<file path="src/rtl/mem_arb_pkg.sv">
// Shared types and helpers for the round-robin memory arbiter family.
// rr_next is width-generic up to MAX_REQ so any shared-resource controller can reuse it.
package mem_arb_pkg;

    typedef enum logic {ARB_IDLE, ARB_BUSY} arb_state_e;

    localparam int DEF_WIDTH = 16;
    localparam int DEF_DEPTH = 64;
    localparam int MAX_REQ   = 32;

    // Rotate so the search starts just above ptr, take the first set bit, map back.
    function automatic logic [MAX_REQ-1:0] rr_next(input logic [MAX_REQ-1:0] req,
                                                   input int unsigned ptr,
                                                   input int unsigned n);
        logic [MAX_REQ-1:0] gnt;
        logic               found;
        logic [4:0]         idx;
        gnt   = '0;
        found = 1'b0;
        for (int unsigned i = 0; i < MAX_REQ; i++) begin
            if (i < n && !found) begin
                idx = 5'((ptr + 1 + i) % n);
                if (req[idx]) begin
                    gnt[idx] = 1'b1;
                    found    = 1'b1;
                end
            end
        end
        return gnt;
    endfunction

endpackage

</file>
<file path="src/rtl/mem_rr_pick.sv">
// Combinational round-robin picker: one-hot winner and its index, searching upward from ptr_i+1.
module mem_rr_pick
    import mem_arb_pkg::*;
#(
    parameter  int NUM_REQ = 4,
    localparam int PTR_W   = $clog2(NUM_REQ)
) (
    input  logic [NUM_REQ-1:0] req_i,
    input  logic [PTR_W-1:0]   ptr_i,
    output logic [NUM_REQ-1:0] gnt_o,
    output logic [PTR_W-1:0]   idx_o,
    output logic               any_o
);

    logic [MAX_REQ-1:0] full_gnt;

    always_comb begin
        full_gnt = rr_next(MAX_REQ'(req_i), 32'(ptr_i), NUM_REQ);
        idx_o    = '0;
        for (int i = 0; i < MAX_REQ; i++) begin
            if (full_gnt[i]) begin
                idx_o = PTR_W'(i);
            end
        end
    end

    assign gnt_o = full_gnt[NUM_REQ-1:0];
    assign any_o = |req_i;

endmodule

</file>
<file path="src/rtl/mem_rr_arbiter.sv">
// Round-robin arbiter sharing one valid/ready memory port among NUM_REQ requesters,
// with a watchdog that releases the port when memory never answers.
module mem_rr_arbiter
    import mem_arb_pkg::*;
#(
    parameter  int NUM_REQ        = 4,
    parameter  int WIDTH          = DEF_WIDTH,
    parameter  int DEPTH          = DEF_DEPTH,
    parameter  int TIMEOUT_CYCLES = 256,
    localparam int ADDR_WIDTH     = $clog2(DEPTH)
) (
    input  logic                          clk_i,
    input  logic                          reset_i,
    input  logic [NUM_REQ-1:0]            req_valid_i,
    input  logic [NUM_REQ-1:0]            req_wr_rd_i,
    input  logic [NUM_REQ*ADDR_WIDTH-1:0] req_addr_i,
    input  logic [NUM_REQ*WIDTH-1:0]      req_wdata_i,
    output logic [NUM_REQ-1:0]            req_ready_o,
    output logic [WIDTH-1:0]              req_rdata_o,
    output logic [NUM_REQ-1:0]            gnt_o,
    output logic                          mem_valid_o,
    output logic                          mem_wr_rd_o,
    output logic [ADDR_WIDTH-1:0]         mem_addr_o,
    output logic [WIDTH-1:0]              mem_wdata_o,
    input  logic                          mem_ready_i,
    input  logic [WIDTH-1:0]              mem_rdata_i,
    output logic                          timeout_o
);

    localparam int PTR_W = $clog2(NUM_REQ);
    localparam int WD_W  = (TIMEOUT_CYCLES > 1) ? $clog2(TIMEOUT_CYCLES) : 1;
    localparam logic [WD_W-1:0] WD_LAST = WD_W'((TIMEOUT_CYCLES > 0) ? TIMEOUT_CYCLES - 1 : 0);

    arb_state_e            state_q, state_d;
    logic [NUM_REQ-1:0]    gnt_q, gnt_d;
    logic                  wr_q, wr_d;
    logic [ADDR_WIDTH-1:0] addr_q, addr_d;
    logic [WIDTH-1:0]      wdata_q, wdata_d;
    logic [PTR_W-1:0]      ptr_q, ptr_d;
    logic [WD_W-1:0]       wd_q, wd_d;

    logic [NUM_REQ-1:0]    pick_gnt;
    logic [PTR_W-1:0]      pick_idx;
    logic                  pick_any;

    mem_rr_pick #(.NUM_REQ(NUM_REQ)) u_pick (
        .req_i (req_valid_i),
        .ptr_i (ptr_q),
        .gnt_o (pick_gnt),
        .idx_o (pick_idx),
        .any_o (pick_any)
    );

    always_comb begin
        state_d     = state_q;
        gnt_d       = gnt_q;
        wr_d        = wr_q;
        addr_d      = addr_q;
        wdata_d     = wdata_q;
        ptr_d       = ptr_q;
        wd_d        = wd_q;
        req_ready_o = '0;
        req_rdata_o = '0;
        timeout_o   = 1'b0;
        case (state_q)
            ARB_IDLE: begin
                if (pick_any) begin
                    state_d = ARB_BUSY;
                    gnt_d   = pick_gnt;
                    wr_d    = req_wr_rd_i[pick_idx];
                    addr_d  = req_addr_i[pick_idx*ADDR_WIDTH +: ADDR_WIDTH];
                    wdata_d = req_wdata_i[pick_idx*WIDTH +: WIDTH];
                    ptr_d   = pick_idx;
                    wd_d    = '0;
                end
            end
            ARB_BUSY: begin
                // A response on the watchdog's last cycle still completes normally.
                if (mem_ready_i) begin
                    req_ready_o = gnt_q;
                    req_rdata_o = mem_rdata_i;
                    state_d     = ARB_IDLE;
                    gnt_d       = '0;
                end else if (TIMEOUT_CYCLES != 0 && wd_q == WD_LAST) begin
                    timeout_o = 1'b1;
                    state_d   = ARB_IDLE;
                    gnt_d     = '0;
                end else if (TIMEOUT_CYCLES != 0) begin
                    wd_d = wd_q + 1'b1;
                end
            end
            default: state_d = ARB_IDLE;
        endcase
    end

    always_ff @(posedge clk_i or negedge reset_i) begin
        if (!reset_i) begin
            state_q <= ARB_IDLE;
            gnt_q   <= '0;
            wr_q    <= 1'b0;
            addr_q  <= '0;
            wdata_q <= '0;
            ptr_q   <= PTR_W'(NUM_REQ - 1);
            wd_q    <= '0;
        end else begin
            state_q <= state_d;
            gnt_q   <= gnt_d;
            wr_q    <= wr_d;
            addr_q  <= addr_d;
            wdata_q <= wdata_d;
            ptr_q   <= ptr_d;
            wd_q    <= wd_d;
        end
    end

    assign gnt_o       = gnt_q;
    assign mem_valid_o = (state_q == ARB_BUSY);
    assign mem_wr_rd_o = wr_q;
    assign mem_addr_o  = addr_q;
    assign mem_wdata_o = wdata_q;

endmodule

</file>
<file path="config.mk">
export PLATFORM = sky130hd
export DESIGN_NAME = mem_rr_arbiter
export DESIGN_NICKNAME = d
export VERILOG_FILES = /design/src/rtl/mem_arb_pkg.sv /design/src/rtl/mem_rr_pick.sv /design/src/rtl/mem_rr_arbiter.sv
export SDC_FILE = /design/constraint.sdc
export NUM_CORES = 1
export LEC_CHECK = 0
export ABC_AREA = 1
export ABC_CLOCK_PERIOD_IN_PS = 3150
export BUFFER_PORTS_ARGS = -buffer_cell sky130_fd_sc_hd__buf_2
export CORE_MARGIN = 8
export CORE_UTILIZATION = 47
export CTS_BUF_LIST = sky130_fd_sc_hd__clkbuf_4 sky130_fd_sc_hd__clkbuf_8
export DETAILED_ROUTE_END_ITERATION = 8
export PLACE_DENSITY = 0.83
export SETUP_SLACK_MARGIN = 0.02
export SLEW_MARGIN = 15
export SYNTH_ARGS = -nofsm -noshare
export SYNTH_HDL_FRONTEND = slang
export SYNTH_HIERARCHICAL = 1
export SYNTH_SLANG_ARGS = --single-unit
export TNS_END_PERCENT = 30
</file>
<file path="constraint.sdc">
create_clock -name clk_i -period 3.15 [get_ports clk_i]
set_input_delay 0.63 -clock clk_i [delete_from_list [all_inputs] [get_ports clk_i]]
set_output_delay 0.63 -clock clk_i [all_outputs]
set_load 0.01 [all_outputs]
</file>
After elaboration in Yosys (flattened, before gate mapping)
Index checks and enable logic that the tools add are counted.

Bits in latches: 0. Input bits: 115. Flip-flop bits (word level): 38. ROM bits: 0. Output and inout bits: 49. Bits in writable memories: 0. Memories: 0.

$lt $le $gt $ge: 9. $add $sub $neg: 5. Reduce and logical (&&, ||, !) cells: 8. Shift-type cells: 2. $mul: 1. Equal/unequal tests: 5. Multiplexer cells: 80. Bitwise gates (word level): 4. Divide/modulo/power cells: 0.

Operators by type and width (number): $mux 32 (6); $or 32x4->32 (3); $shiftx 64x7->16 (1); $mux 2 (30); $mux 16 (2); $lt 2x6->1 const B (4); $mux 4 (6); $mux 8 (3); $shiftx 24x6->6 (1); $mux 1 (21); $pmux 8 s2 (1); $bmux 1 s2 (5); $add 8x1->8 const B (1); $demux 1 s2 (4); $eq 8x8->1 const B (1); $ge 2x1->1 const B (4); $pmux 4 s2 (1); $ne 2x2->1 const B (3); $add 2x1->2 const B (2); $add 2x2->2 const B (2); $logic_and 1x1->1 (4); $mul 2x2->4 const B (1); $reduce_and 2->1 (2); $reduce_or 4->1 (1); other kinds (5) (5).

Depth between registers and ports, before layout
Gate-level depths: netlist of run 1.

Word-level depth: 48. Mapped depth: 20. Gate-level depth less buffers: 18.

Hierarchy
Netlist of run 1, hierarchy kept.

By module, submodules not included: mem_rr_arbiter (area each 2568.7 um^2, times used 1, cells an instance 339); mem_rr_pick (area each 473.0 um^2, times used 1, cells an instance 80).

Worst setup path before layout of run 1
Ideal clock, no wire load.

Path type: flip-flop to flip-flop. Start: register ptr_q[0]. End: register addr_q[0] (netlist: mem_addr_o[0]). Path slack: 0.588 ns. Clock period less this slack: 2.562 ns. Arrival time: 2.431 ns. Setup time: 0.131 ns. Cell stages (with the launch flop): 18. Buffers on the path: 2. Required time: 3.019 ns. Path through: dfstp_2 -> inv_2 -> ha_1 -> inv_1 -> nand3_2 -> nand2_4 -> nand2_4 -> inv_2 -> nand2_4 -> nor2_4 -> nor2_2 -> nand2_1 -> nand2_1 -> buf_6 -> clkbuf_2 -> or2_2 -> o211ai_2 -> nand3_1.

Word-level cells in the longest chain between the ends: 48.

RTL lines: from (decl) (RTL line mem_rr_arbiter.sv:39) `logic [PTR_W-1:0] ptr_q, ptr_d;`; from (signal assigned) (RTL line mem_rr_arbiter.sv:103) `ptr_q <= PTR_W'(NUM_REQ - 1);`; from (signal assigned) (RTL line mem_rr_arbiter.sv:111) `ptr_q <= ptr_d;`; $add 2x1->2 (*) (RTL line mem_arb_pkg.sv:22) `idx = 5'((ptr + 1 + i) % n);`; $add 2x1->2 (tied with other cells) (RTL line mem_arb_pkg.sv:22); $lt 2x6->1 (implied by the code) (tied with other cells) (RTL line mem_arb_pkg.sv:24) `gnt[idx] = 1'b1;`; $logic_and 1x1->1 (implied by the code) / $mux 1 (equally long branches) (RTL line mem_arb_pkg.sv:24); $mux 1 (implied by the code) / $demux 1 s2 (equally long branches); $demux 1 s2 / $mux 4 (equally long branches); $or 32x4->32 (no line); $mux 32 (RTL line mem_arb_pkg.sv:23) `if (req[idx]) begin`; [... 5 more ...]; $mux 32 (RTL line mem_arb_pkg.sv:23); $mux 32 (*) (RTL line mem_arb_pkg.sv:21) `if (i < n && !found) begin`; $mux 1 (RTL line mem_rr_pick.sv:21) `if (full_gnt[i]) begin`; $mux 2 (29 in a row) (RTL line mem_rr_pick.sv:21); $mux 2 (*) (RTL line mem_rr_pick.sv:21); via pick_idx[0] (RTL line mem_rr_arbiter.sv:43) `logic [PTR_W-1:0] pick_idx;`; $mul 2x2->4 (*) (RTL line mem_rr_arbiter.sv:71) `addr_d = req_addr_i[pick_idx*ADDR_WIDTH +: ADDR_WIDTH];`; $shiftx 24x6->6 (*) (RTL line mem_rr_arbiter.sv:71); to (signal assigned) (RTL line mem_rr_arbiter.sv:109) `addr_q <= addr_d;`; to (decl) (RTL line mem_rr_arbiter.sv:37) `logic [ADDR_WIDTH-1:0] addr_q, addr_d;`.

Mark *: on every way through the listed nets, which the timed path passes. The rest lies on a longest branch. The select of a mux whose other input is x is not followed. A chain may end at the register's enable or synchronous reset.

Worst setup path after layout of run 1
Start: register ptr_q[0]. End: register addr_q[4] (netlist: mem_addr_o[4]).

The elaborated chain is that of the path after synthesis.

==> reports/results.tsv, run 1 <==
stage	metric	value	unit
routing	initial DRC count	115	
placed_design	placed wire-length estimate	7.738	mm
logic_synthesis	Synth Warn #	6	
cts	clock latency at the later pin of the worst-skew pair	0.29	ns
power_and_ir_drop	worst vdd ir	0.001023	V
setup_path	CP Class	flop to flop	
grt	GRT Residual Overflow	0	
routing	Via Count	3394	
floorplanning	Ports	164	
grt	largest net degree at the start of global routing	47	
logic_synthesis	Synth Area in Simple Gates	38.42	%
routing	antenna-violating nets left	0	
cells_and_area	# fillers	570	
grt	vias in the first global route	3552	
cts	CTS Root Cell	clkbuf_8	
sta	setup violators final	0	
sta	Setup WS post-layout	0.2985	ns
logic_synthesis	synthesized area	0.003042	mm^2
power_and_ir_drop	Power Density	1289	mW/mm^2
routing	drt total wl	9.728	mm
power_and_ir_drop	static leakage	2.221	nW
logic_synthesis	Synth Flop Type	dfrtp_1	
placed_design	GP Congestion	0.8958	
sta	clk_skew	0.008571	ns
cells_and_area	Area Growth Syn to Fin	30.69	%
sta	Slew @ Worst Pin	0.8402	ns
cts	clock slew at reported path FFs	0.08	ns
worst_hold_path	Min-Delay Path Class	input pin to async pin	
cells_and_area	Nets	697	
routing	Via density	5.206	
cts	CTS tree	done	
floorplanning	Core Box Area	0.006314	mm^2
run_status	status	finished clean	
logic_synthesis	post-synthesis area per instance	7.259	um^2
logic_synthesis	synth cell count leaders	nand2_1 (96), nor2_1 (53), inv_1 (38)	
logic_synthesis	Synth Instances	419	
sta	Fmax	350.7	MHz
floorplanning	die width	96.45	um
flow_run	MaxCap Viol Count	0	
sta	fin. max-slew vios	0	
cells_and_area	share of cells above drive strength 1	43.65	%
logic_synthesis	number of synthesized flops with an enable pin	0	
setup_path	startpoint types	flop	
sta	Setup TNS Final	0	ns
floorplanning	starting density of the core	48.18	%
power_and_ir_drop	total power	5.125	mW
cts	Sink Count	38	
sta	Fin Hold WS	0.4412	ns
placed_design	worst slack, placed	0.3069	ns
cts	Num CTS Buffers	5	
logic_synthesis	most instantiated library cell after synthesis	nand2_1	
floorplanning	Die Ht	96.45	um
logic_synthesis	syn_nets	542	
setup_path	WP data required	3.32	ns
sta	min Tclk post-route	2.852	ns
setup_path	worst-path fanout max	25	
sta	Slew headroom	43.98	%
logic_synthesis	main combinational cell family by area after synthesis	simple AND/OR/NAND/NOR gates	
grt	initial antenna violation count	0	
setup_path	critical path capture point type	flop	
cts	Clock Tree Buf Depth	2	
placed_design	PortBufs	163	
logic_synthesis	Async S/R FF share, synth	100.0	%
logic_synthesis	top post-synthesis cells by area	dfrtp_1 (30%), nand2_1 (12%), nor2_1 (6.5%)	
sta	Tcrit/Tclk final	90.53	%
grt	global-route wire length before repair	15.55	mm
floorplanning	die area	0.009302	mm^2
cells_and_area	ant diodes	0	
cts	H-tree depth	2	
logic_synthesis	largest area contributor in the netlist	dfrtp_1	
setup_path	flop2flop setup slack	0.30	ns
placed_design	dpl cells	644	
logic_synthesis	Yosys top cell area share	29.62	%
routing	total iterations of the first detailed-routing run	5	
logic_synthesis	post-synthesis sequential area ratio	31.35	%
logic_synthesis	Synth Area in Compound Gates	17.32	%
logic_synthesis	Adder-Cell Fraction of Synth Area	3.291	%
setup_path	crit path DAT	3.02	ns
grt	All-Layer GR Usage	20.65	%
logic_synthesis	Synth Area in XOR/XNOR	0	%
logic_synthesis	library cells used by synthesis	39	
routing	Residual DRC	0	
cells_and_area	Final Non-Filler Cells	652	
routing	wire per inst	14.92	um
sta	Final Hold Fails	0	
logic_synthesis	synthesized flop and latch total	38	
floorplanning	cell row count	29	
sta	RSZ-0062 raised after global routing	no	
logic_synthesis	mux contribution to synthesized area	0	%
cells in the final DEF, fill, tap and decap left out, types with 7 or more instances in the layout:
cell and n:
nand3_1 33, nor2_1 53, dfrtp_1 36, or2_2 26
buf_2 163, o21ai_1 15, o21ai_0 11, inv_1 38
nand2_2 7, ha_1 8, o211ai_1 8, o2111ai_1 13
nand2_1 95
critical path, stage by stage (launching register included):
cell       delay [ns]
dfstp_2          0.63
inv_2            0.11
ha_1             0.35
inv_1            0.10
nand3_2          0.10
nand2_4          0.13
o21ai_2          0.07
o21ai_1          0.07
nand2_1          0.07
nor2_2           0.15
nand2_1          0.08
nand2_1          0.12
inv_1            0.07
buf_4            0.21
or2_2            0.29
o2111ai_1        0.08
nand3_1          0.10
timing repair:
| item | in CTS | in global routing |
|---|---|---|
| resized for setup | 0 | 1 |
| hold buffers | 0 | 0 |
| setup endpoints to repair | 0 | 1 |
| buffers inserted | 0 | 0 |
state kept, by name, indices dropped and copies added (netlist names):
| signal | cells |
|---|---|
| gnt_o | 4 |
| mem_addr_o | 6 |
| mem_valid_o | 1 |
| mem_wdata_o | 16 |
| mem_wr_rd_o | 1 |
| ptr_q | 2 |
| wd_q | 8 |
per-stage QoR:
| stage | utilization [%] | cell area [um^2] |
|---|---|---|
| after floorplan | - | 3042 |
| after global placement | 61.47 | 3881 |
| after detailed placement | 61.47 | 3881 |
| after CTS | 62.92 | 3973 |
| after global routing | 62.96 | 3975 |
| final | 62.96 | 3975 |
path summary, 6_finish.rpt:
kind                            startpoint               to  depth (start not counted)
setup reg to reg                  ptr_q[0]    mem_addr_o[4]                         16
setup / recovery                  ptr_q[0]    mem_addr_o[4]                         16
hold reg to reg            mem_wdata_o[15]  mem_wdata_o[15]                          2
min in group clk_i         mem_wdata_o[15]  mem_wdata_o[15]                          2
hold / removal                     reset_i          wd_q[7]                          1
max in group asynchronous          reset_i   mem_wdata_o[7]                          1
where the power goes:
group,internal [mW],switching (mW)
sequential,0.717,0.162
clock,0.174,0.174
combinational,1.48,2.42
per-layer routing:
layer,up-vias,track usage [%],part of all wire (%)
li1,1676,-,-
met1,1528,24.07,40
met2,176,35.46,48
met3,14,5.951,11
met4,0,7.062,1.6
met5,-,0,0
kinds of logic (layout without fill, tap and decap cells):
logic type | Yosys count | count (layout)
buf+inv | 64 | 220
flops | 38 | 38
compound gates | 70 | 70
fa+ha+maj | 8 | 8
simple gates | 239 | 239
area by class of cell:
type / count / area [um^2] / area share [%]
tap: 77 / 96.34 / 2.424
multi-input combinational: 317 / 1798 / 45.23
clock buffer: 7 / 83.83 / 2.109
inverter: 44 / 170.2 / 4.281
clock inverter: 1 / 7.507 / 0.1889
sequential: 38 / 953.4 / 23.98
timing repair buffer: 168 / 865.8 / 21.78
Note: power is estimated with default switching activity, not from simulation.
==> inputs of run 2 (changes only) <==
--- a/config.mk
+++ b/config.mk
@@ -13,7 +13,7 @@
 export CTS_BUF_LIST = sky130_fd_sc_hd__clkbuf_4 sky130_fd_sc_hd__clkbuf_8
 export DETAILED_ROUTE_END_ITERATION = 8
 export PLACE_DENSITY = 0.83
-export SETUP_SLACK_MARGIN = 0.02
+export SETUP_SLACK_MARGIN = 0.3
 export SLEW_MARGIN = 15
 export SYNTH_ARGS = -nofsm -noshare
 export SYNTH_HDL_FRONTEND = slang
==> run 2 against run 1 <==
  * Maximum frequency increased by 6.8%
  * Sequential power decreased by 1%
  * Setup slack improved by 0.18 ns
  * Clock power about the same
  * Critical path depth increased by 1
  * Final cell count increased by 0.46%
  * Final area increased by 1.0%
  * Global-route usage about the same
  * Core utilization increased by 0.63 points
  * Die area unchanged
  * Combinational power increased by 2%
  * Non-clock buffer count increased by 3
  * Critical path type unchanged
  * Largest cell class unchanged
==> reports/results.tsv, run 2 (same netlist as run 1, synthesis figures left out) <==
stage	metric	value	unit
run_status	status	finished clean	
cells_and_area	max FFs per register	16	
grt	global-route wire length before repair	15.51	mm
cts	hold_buf cts	0	
sta	Final Hold Fails	0	
grt	GRT Residual Overflow	0	
sta	Tcrit/Tclk final	84.73	%
floorplanning	cell row count	29	
setup_path	CP Class	flop to flop	
cells_and_area	commonest non-fill, non-tap cell in the layout	buf_2	
worst_hold_path	Min-Delay Path Class	input pin to async pin	
cts	Sink Count	38	
cts	CTS tree	done	
routing	Via Count	3412	
placed_design	dpl cells	644	
placed_design	GP Congestion	0.8958	
routing	Residual DRC	0	
grt	vias in the first global route	3545	
cts	clock slew at reported path FFs	0.08	ns
grt	All-Layer GR Usage	20.61	%
sta	clk_skew	0.01030	ns
sta	Setup TNS Final	0	ns
routing	antenna-violating nets left	0	
cts	CTS Root Cell	clkbuf_8	
floorplanning	Ports	164	
setup_path	critical path capture point type	flop	
power_and_ir_drop	static leakage	2.233	nW
cells_and_area	Final Non-Filler Cells	655	
cells_and_area	Area Growth Syn to Fin	32.00	%
sta	Fmax	374.7	MHz
setup_path	WP data required	3.31	ns
power_and_ir_drop	worst vdd ir	0.001030	V
setup_path	startpoint types	flop	
cts	Clock Tree Buf Depth	2	
sta	fin. max-slew vios	0	
setup_path	Setup crit start	ptr_q[0]	
cells_and_area	most frequent cells in the layout	buf_2 (163), nand2_1 (94), nor2_1 (53), inv_1 (38), dfrtp_1 (36)	
floorplanning	Core Box Area	0.006314	mm^2
floorplanning	starting density of the core	48.18	%
routing	Via density	5.209	
cts	Num CTS Buffers	5	
sta	min Tclk post-route	2.669	ns
sta	RSZ-0062 raised after global routing	no	
sta	Setup WS post-layout	0.4810	ns
setup_path	crit path DAT	2.83	ns
sta	Slew headroom	43.28	%
sta	Fin Hold WS	0.4449	ns
setup_path	FF-to-FF Start	ptr_q[0]	
cts	clock latency at the later pin of the worst-skew pair	0.29	ns
flow_run	MaxCap Viol Count	0	
placed_design	worst slack, placed	0.3069	ns
grt	largest net degree at the start of global routing	47	
cells_and_area	ant diodes	0	
cells_and_area	share of cells above drive strength 1	44.46	%
placed_design	PortBufs	163	
setup_path	Worst path most repeated cell	nand2_4	
placed_design	placed wire-length estimate	7.738	mm
routing	drt total wl	9.775	mm
setup_path	slowest cell on the critical path	dfstp_2	
setup_path	critical-path cell list	inv_2 -> ha_4 -> inv_1 -> nand3_2 -> nand2_4 -> nand2_4 -> inv_2 -> nand2_4 -> nor2_4 -> nor2_2 -> nand2_1 -> nand2_2 -> inv_1 -> buf_4 -> or2_2 -> o2111ai_1 -> nand3_1	
grt	initial antenna violation count	0	
routing	initial DRC count	120	
cells_and_area	Nets	700	
setup_path	Crit path largest cell delay	0.58	ns
routing	total iterations of the first detailed-routing run	4	
power_and_ir_drop	Power Density	1292	mW/mm^2
floorplanning	die area	0.009302	mm^2
cts	H-tree depth	2	
routing	wire per inst	14.92	um
sta	Slew @ Worst Pin	0.8508	ns
floorplanning	Die Ht	96.45	um
floorplanning	die width	96.45	um
sta	setup violators final	0	
setup_path	worst-path fanout max	25	
## run 2: worst paths after layout
check / slack [ns] / to / cells after the start
worst min register to register: 0.49 / mem_wdata_o[15] / 2
worst max-delay path: 0.48 / mem_addr_o[4] / 17
worst min-delay path: 0.44 / wd_q[7] / 1
min in group clk_i: 0.49 / mem_wdata_o[15] / 2
max in group asynchronous: 2.16 / mem_wdata_o[7] / 1
worst max register to register: 0.48 / mem_addr_o[4] / 17
## run 2: metrics by stage
stage | cell area (um^2) | utilization, % | power [mW]
after detailed placement | 3881 | 61.47 | 4.781
after CTS | 3975 | 62.96 | 5.149
after floorplan | 3042 | - | 3.900
final | 4015 | 63.59 | 5.186
after global placement | 3881 | 61.47 | 4.655
after global routing | 4015 | 63.59 | 5.719
## run 2: per-layer routing
| layer | vias up | wire (um) | track usage [%] |
|---|---|---|---|
| met5 | - | 0 | 0 |
| met4 | 0 | 181 | 7.062 |
| met3 | 17 | 1083 | 5.951 |
| met2 | 185 | 4606 | 35.23 |
| met1 | 1529 | 3904 | 24.12 |
| li1 | 1681 | - | - |
## run 2: layout make-up
type                    count  area (um^2)
clock buffers               7        83.83
inverters                  44        170.2
clock inverters             1        7.507
flip-flops and latches     38        953.4
multi-input cells         317         1815
repair buffers            171        888.4
fillers                   562         2298
well taps                  77        96.34
## run 2: worst max-delay path: cells and delay by family (launching register included)
kind / cells / cell delay (ns)
buffers and inverters: 5 / 0.45
AND/OR/NAND/NOR: 10 / 1.14
flip-flops: 1 / 0.58
AO/OA/AOI/OAI: 1 / 0.09
adder cells (fa/ha/maj): 1 / 0.29
## run 2: where the power goes
group	internal (mW)	switching, mW
registers	0.717	0.150
clock network	0.174	0.174
logic	1.52	2.45
## run 2: what timing repair did
action,CTS,global route
cloned,0,0
endpoints found under the setup margin,1,23
resized for setup,1,3
pin swaps,0,1
buffers inserted,0,3
==> inputs of run 3 (changes only) <==
--- a/config.mk
+++ b/config.mk
@@ -6,13 +6,13 @@
 export NUM_CORES = 1
 export LEC_CHECK = 0
 export ABC_AREA = 1
-export ABC_CLOCK_PERIOD_IN_PS = 3150
+export ABC_CLOCK_PERIOD_IN_PS = 2200
 export BUFFER_PORTS_ARGS = -buffer_cell sky130_fd_sc_hd__buf_2
 export CORE_MARGIN = 8
-export CORE_UTILIZATION = 47
+export CORE_UTILIZATION = 42
 export CTS_BUF_LIST = sky130_fd_sc_hd__clkbuf_4 sky130_fd_sc_hd__clkbuf_8
 export DETAILED_ROUTE_END_ITERATION = 8
-export PLACE_DENSITY = 0.83
+export PLACE_DENSITY = 0.79
 export SETUP_SLACK_MARGIN = 0.3
 export SLEW_MARGIN = 15
 export SYNTH_ARGS = -nofsm -noshare
==> constraint.sdc (replaced) <==
create_clock -name clk_i -period 2.2 [get_ports clk_i]
set_input_delay 0.44 -clock clk_i [delete_from_list [all_inputs] [get_ports clk_i]]
set_output_delay 0.44 -clock clk_i [all_outputs]
set_load 0.01 [all_outputs]
==> run 3 against run 2 <==
  * The run now ends with setup timing left
  * Register-to-register slack worse by 0.80 ns
  * Routed wire length is 9.9% higher
  * Hold slack got worse by 0.25 ns
  * Largest power group unchanged
  * Setup slack got worse by 0.80 ns
  * Critical path depth did not move
  * Clock power up 49%
  * Die area up 9.9%
  * Final cell count increased by 8.5%
  * Clock skew fell by 0.0062 ns
  * Global-route usage down 0.31 points
  * Flip-flop and latch count is the same
  * Count of clock-buffer cells in the layout fell by 1
==> reports/results.tsv, run 3 (same netlist as run 1, synthesis figures left out) <==
stage	metric	value	unit
power_and_ir_drop	P_sw	4.975	mW
floorplanning	starting density of the core	42.62	%
power_and_ir_drop	switching share of total power	48.71	%
cells_and_area	Area Growth Syn to Fin	52.16	%
floorplanning	die area	0.01022	mm^2
floorplanning	Core Box Area	0.007137	mm^2
cells_and_area	Nets	734	
worst_hold_path	Min-Delay Path Class	input pin to async pin	
power_and_ir_drop	worst vdd ir	0.001475	V
cells_and_area	area of the multi-input gates	0.002026	mm^2
cts	Clock Tree Buf Depth	2	
cts	Sink Count	38	
placed_design	placed wire-length estimate	8.123	mm
placed_design	PortBufs	163	
cells_and_area	max FFs per register	16	
cts	hold_buf cts	0	
sta	Final Hold Fails	0	
run_status	status	complete, but fails checks	
run_status	failing checks	setup timing	
cells_and_area	ant diodes	0	
flow_run	MaxCap Viol Count	0	
grt	initial antenna violation count	0	
routing	Via Count	3574	
sta	RSZ-0062 raised after global routing	yes	
routing	antenna-violating nets left	0	
setup_path	critical path capture point type	flop	
floorplanning	Die Ht	101.1	um
sta	min Tclk post-route	2.520	ns
routing	drt total wl	10.74	mm
setup_path	worst-path fanout max	6	
power_and_ir_drop	Power Density	2207	mW/mm^2
cts	Num CTS Buffers	5	
cells_and_area	most frequent cells in the layout	buf_2 (163), nand2_1 (89), nor2_1 (44), dfrtp_1 (35), inv_1 (33)	
placed_design	placed instance area	0.004235	mm^2
cells_and_area	register area	954.7	um^2
routing	Via density	5.027	
cells_and_area	# fillers	635	
cts	CTS Root Cell	clkbuf_8	
power_and_ir_drop	Logic pwr share	82.8	%
floorplanning	cell row count	31	
cts	H-tree depth	2	
setup_path	WP data required	2.37	ns
sta	setup violators final	23	
setup_path	CP Class	flop to flop	
cts	CTS tree	done	
grt	largest net degree at the start of global routing	39	
floorplanning	Ports	164	
power_and_ir_drop	clock power share	5.1	%
routing	total iterations of the first detailed-routing run	5	
sta	Setup WS post-layout	-0.3202	ns
cells_and_area	final core occ	64.85	%
sta	Fmax	396.8	MHz
setup_path	crit path DAT	2.69	ns
routing	initial DRC count	86	
power_and_ir_drop	static leakage	2.492	nW
sta	Slew @ Worst Pin	0.5123	ns
placed_design	GP Congestion	0.8655	
sta	Slew headroom	65.84	%
grt	GRT Residual Overflow	0	
cts	clock slew at reported path FFs	0.08	ns
power_and_ir_drop	Sequential Power Share	12.1	%
routing	Residual DRC	0	
floorplanning	die width	101.1	um
sta	fin. max-slew vios	0	
cells_and_area	post-route cell area	0.004628	mm^2
grt	global-route wire length before repair	16.94	mm
routing	wire per inst	15.11	um
sta	Setup TNS Final	-6.549	ns
grt	All-Layer GR Usage	20.29	%
grt	vias in the first global route	3781	
sta	Tcrit/Tclk final	114.6	%
cells_and_area	commonest non-fill, non-tap cell in the layout	buf_2	
power_and_ir_drop	P_int	5.238	mW
cts	clock latency at the later pin of the worst-skew pair	0.30	ns
cells_and_area	share of cells above drive strength 1	54.08	%
sta	Fin Hold WS	0.1929	ns
setup_path	startpoint types	flop	
sta	clk_skew	0.004118	ns
==> run 3: final timing paths <==
check	cells past startpoint	end	from	slack, ns
max	17	mem_addr_o[0]	ptr_q[0]	-0.32
min	2	mem_wdata_o[15]	reset_i	0.19
max reg2reg	17	mem_addr_o[0]	ptr_q[0]	-0.32
min reg2reg	2	mem_wdata_o[15]	mem_wdata_o[15]	0.49
max in group asynchronous	2	ptr_q[1]	reset_i	1.63
min in group clk_i	3	mem_wdata_o[4]	req_wdata_i[20]	0.40
==> run 3: power by group through the flow <==
| stage | Clock [mW] | Sequential [mW] | Combinational [mW] |
|---|---|---|---|
| 2_1_floorplan | 0 | 1.34 | 4.73 |
| 3_3_place_gp | 0 | 1.23 | 6.87 |
| 3_5_place_dp | 0 | 1.22 | 7.10 |
| 4_1_cts | 0.531 | 1.23 | 7.48 |
| 5_1_grt | 0.569 | 1.28 | 9.21 |
| 6_report | 0.517 | 1.24 | 8.46 |
==> run 3: final cells by class <==
cell class                      count  share of cell area (%)
Inverter                           44                   4.163
Timing Repair Buffer              204                   26.71
Clock buffer                        6                   1.784
Tap cell                           99                   2.676
Sequential cell                    38                   20.63
Multi-Input combinational cell    318                   43.77
Clock inverter                      2                  0.2703
==> run 3: metal layers <==
metal / wire, um / global-route usage [%] / part of all wire, %
met5: 0 / 0 / 0
met2: 5400 / 36.54 / 50
met1: 4263 / 22.10 / 40
met3: 869 / 6.215 / 8.1
met4: 208 / 6.415 / 1.9
==> run 3: per-stage QoR <==
| stage | setup slack, ns | std cells | total power, mW |
|---|---|---|---|
| CTS | -0.2725 | 706 | 9.241 |
| detailed placement | -0.3730 | 696 | 8.317 |
| global placement | -0.2866 | 696 | 8.093 |
| finish | -0.3202 | 711 | 10.21 |
| floorplan | -0.1566 | 419 | 6.061 |
| global route | -0.4391 | 711 | 11.06 |
==> run 3: critical path, stage by stage, from the launching register on <==
cell and delay (ns):
dfstp_2 0.59, inv_4 0.06, ha_4 0.26, inv_4 0.07, nand3_4 0.08, nand2_4 0.12
nand2_4 0.08, inv_4 0.06, nand2_4 0.06, nor2_4 0.12, nor2_4 0.05, nand2_2 0.08
nand2_4 0.08, buf_8 0.15, buf_4 0.15, or2_4 0.22, o211ai_2 0.07, nand3_1 0.09
==> run 3: timing repair <==
item | 4_1_cts | 5_1_grt
setup endpoints to repair | 47 | 43
buffers inserted | 2 | 2
pin swaps | 8 | 27
cloned | 0 | 3
endpoints found under the hold margin | 0 | 0
resized for setup | 24 | 38
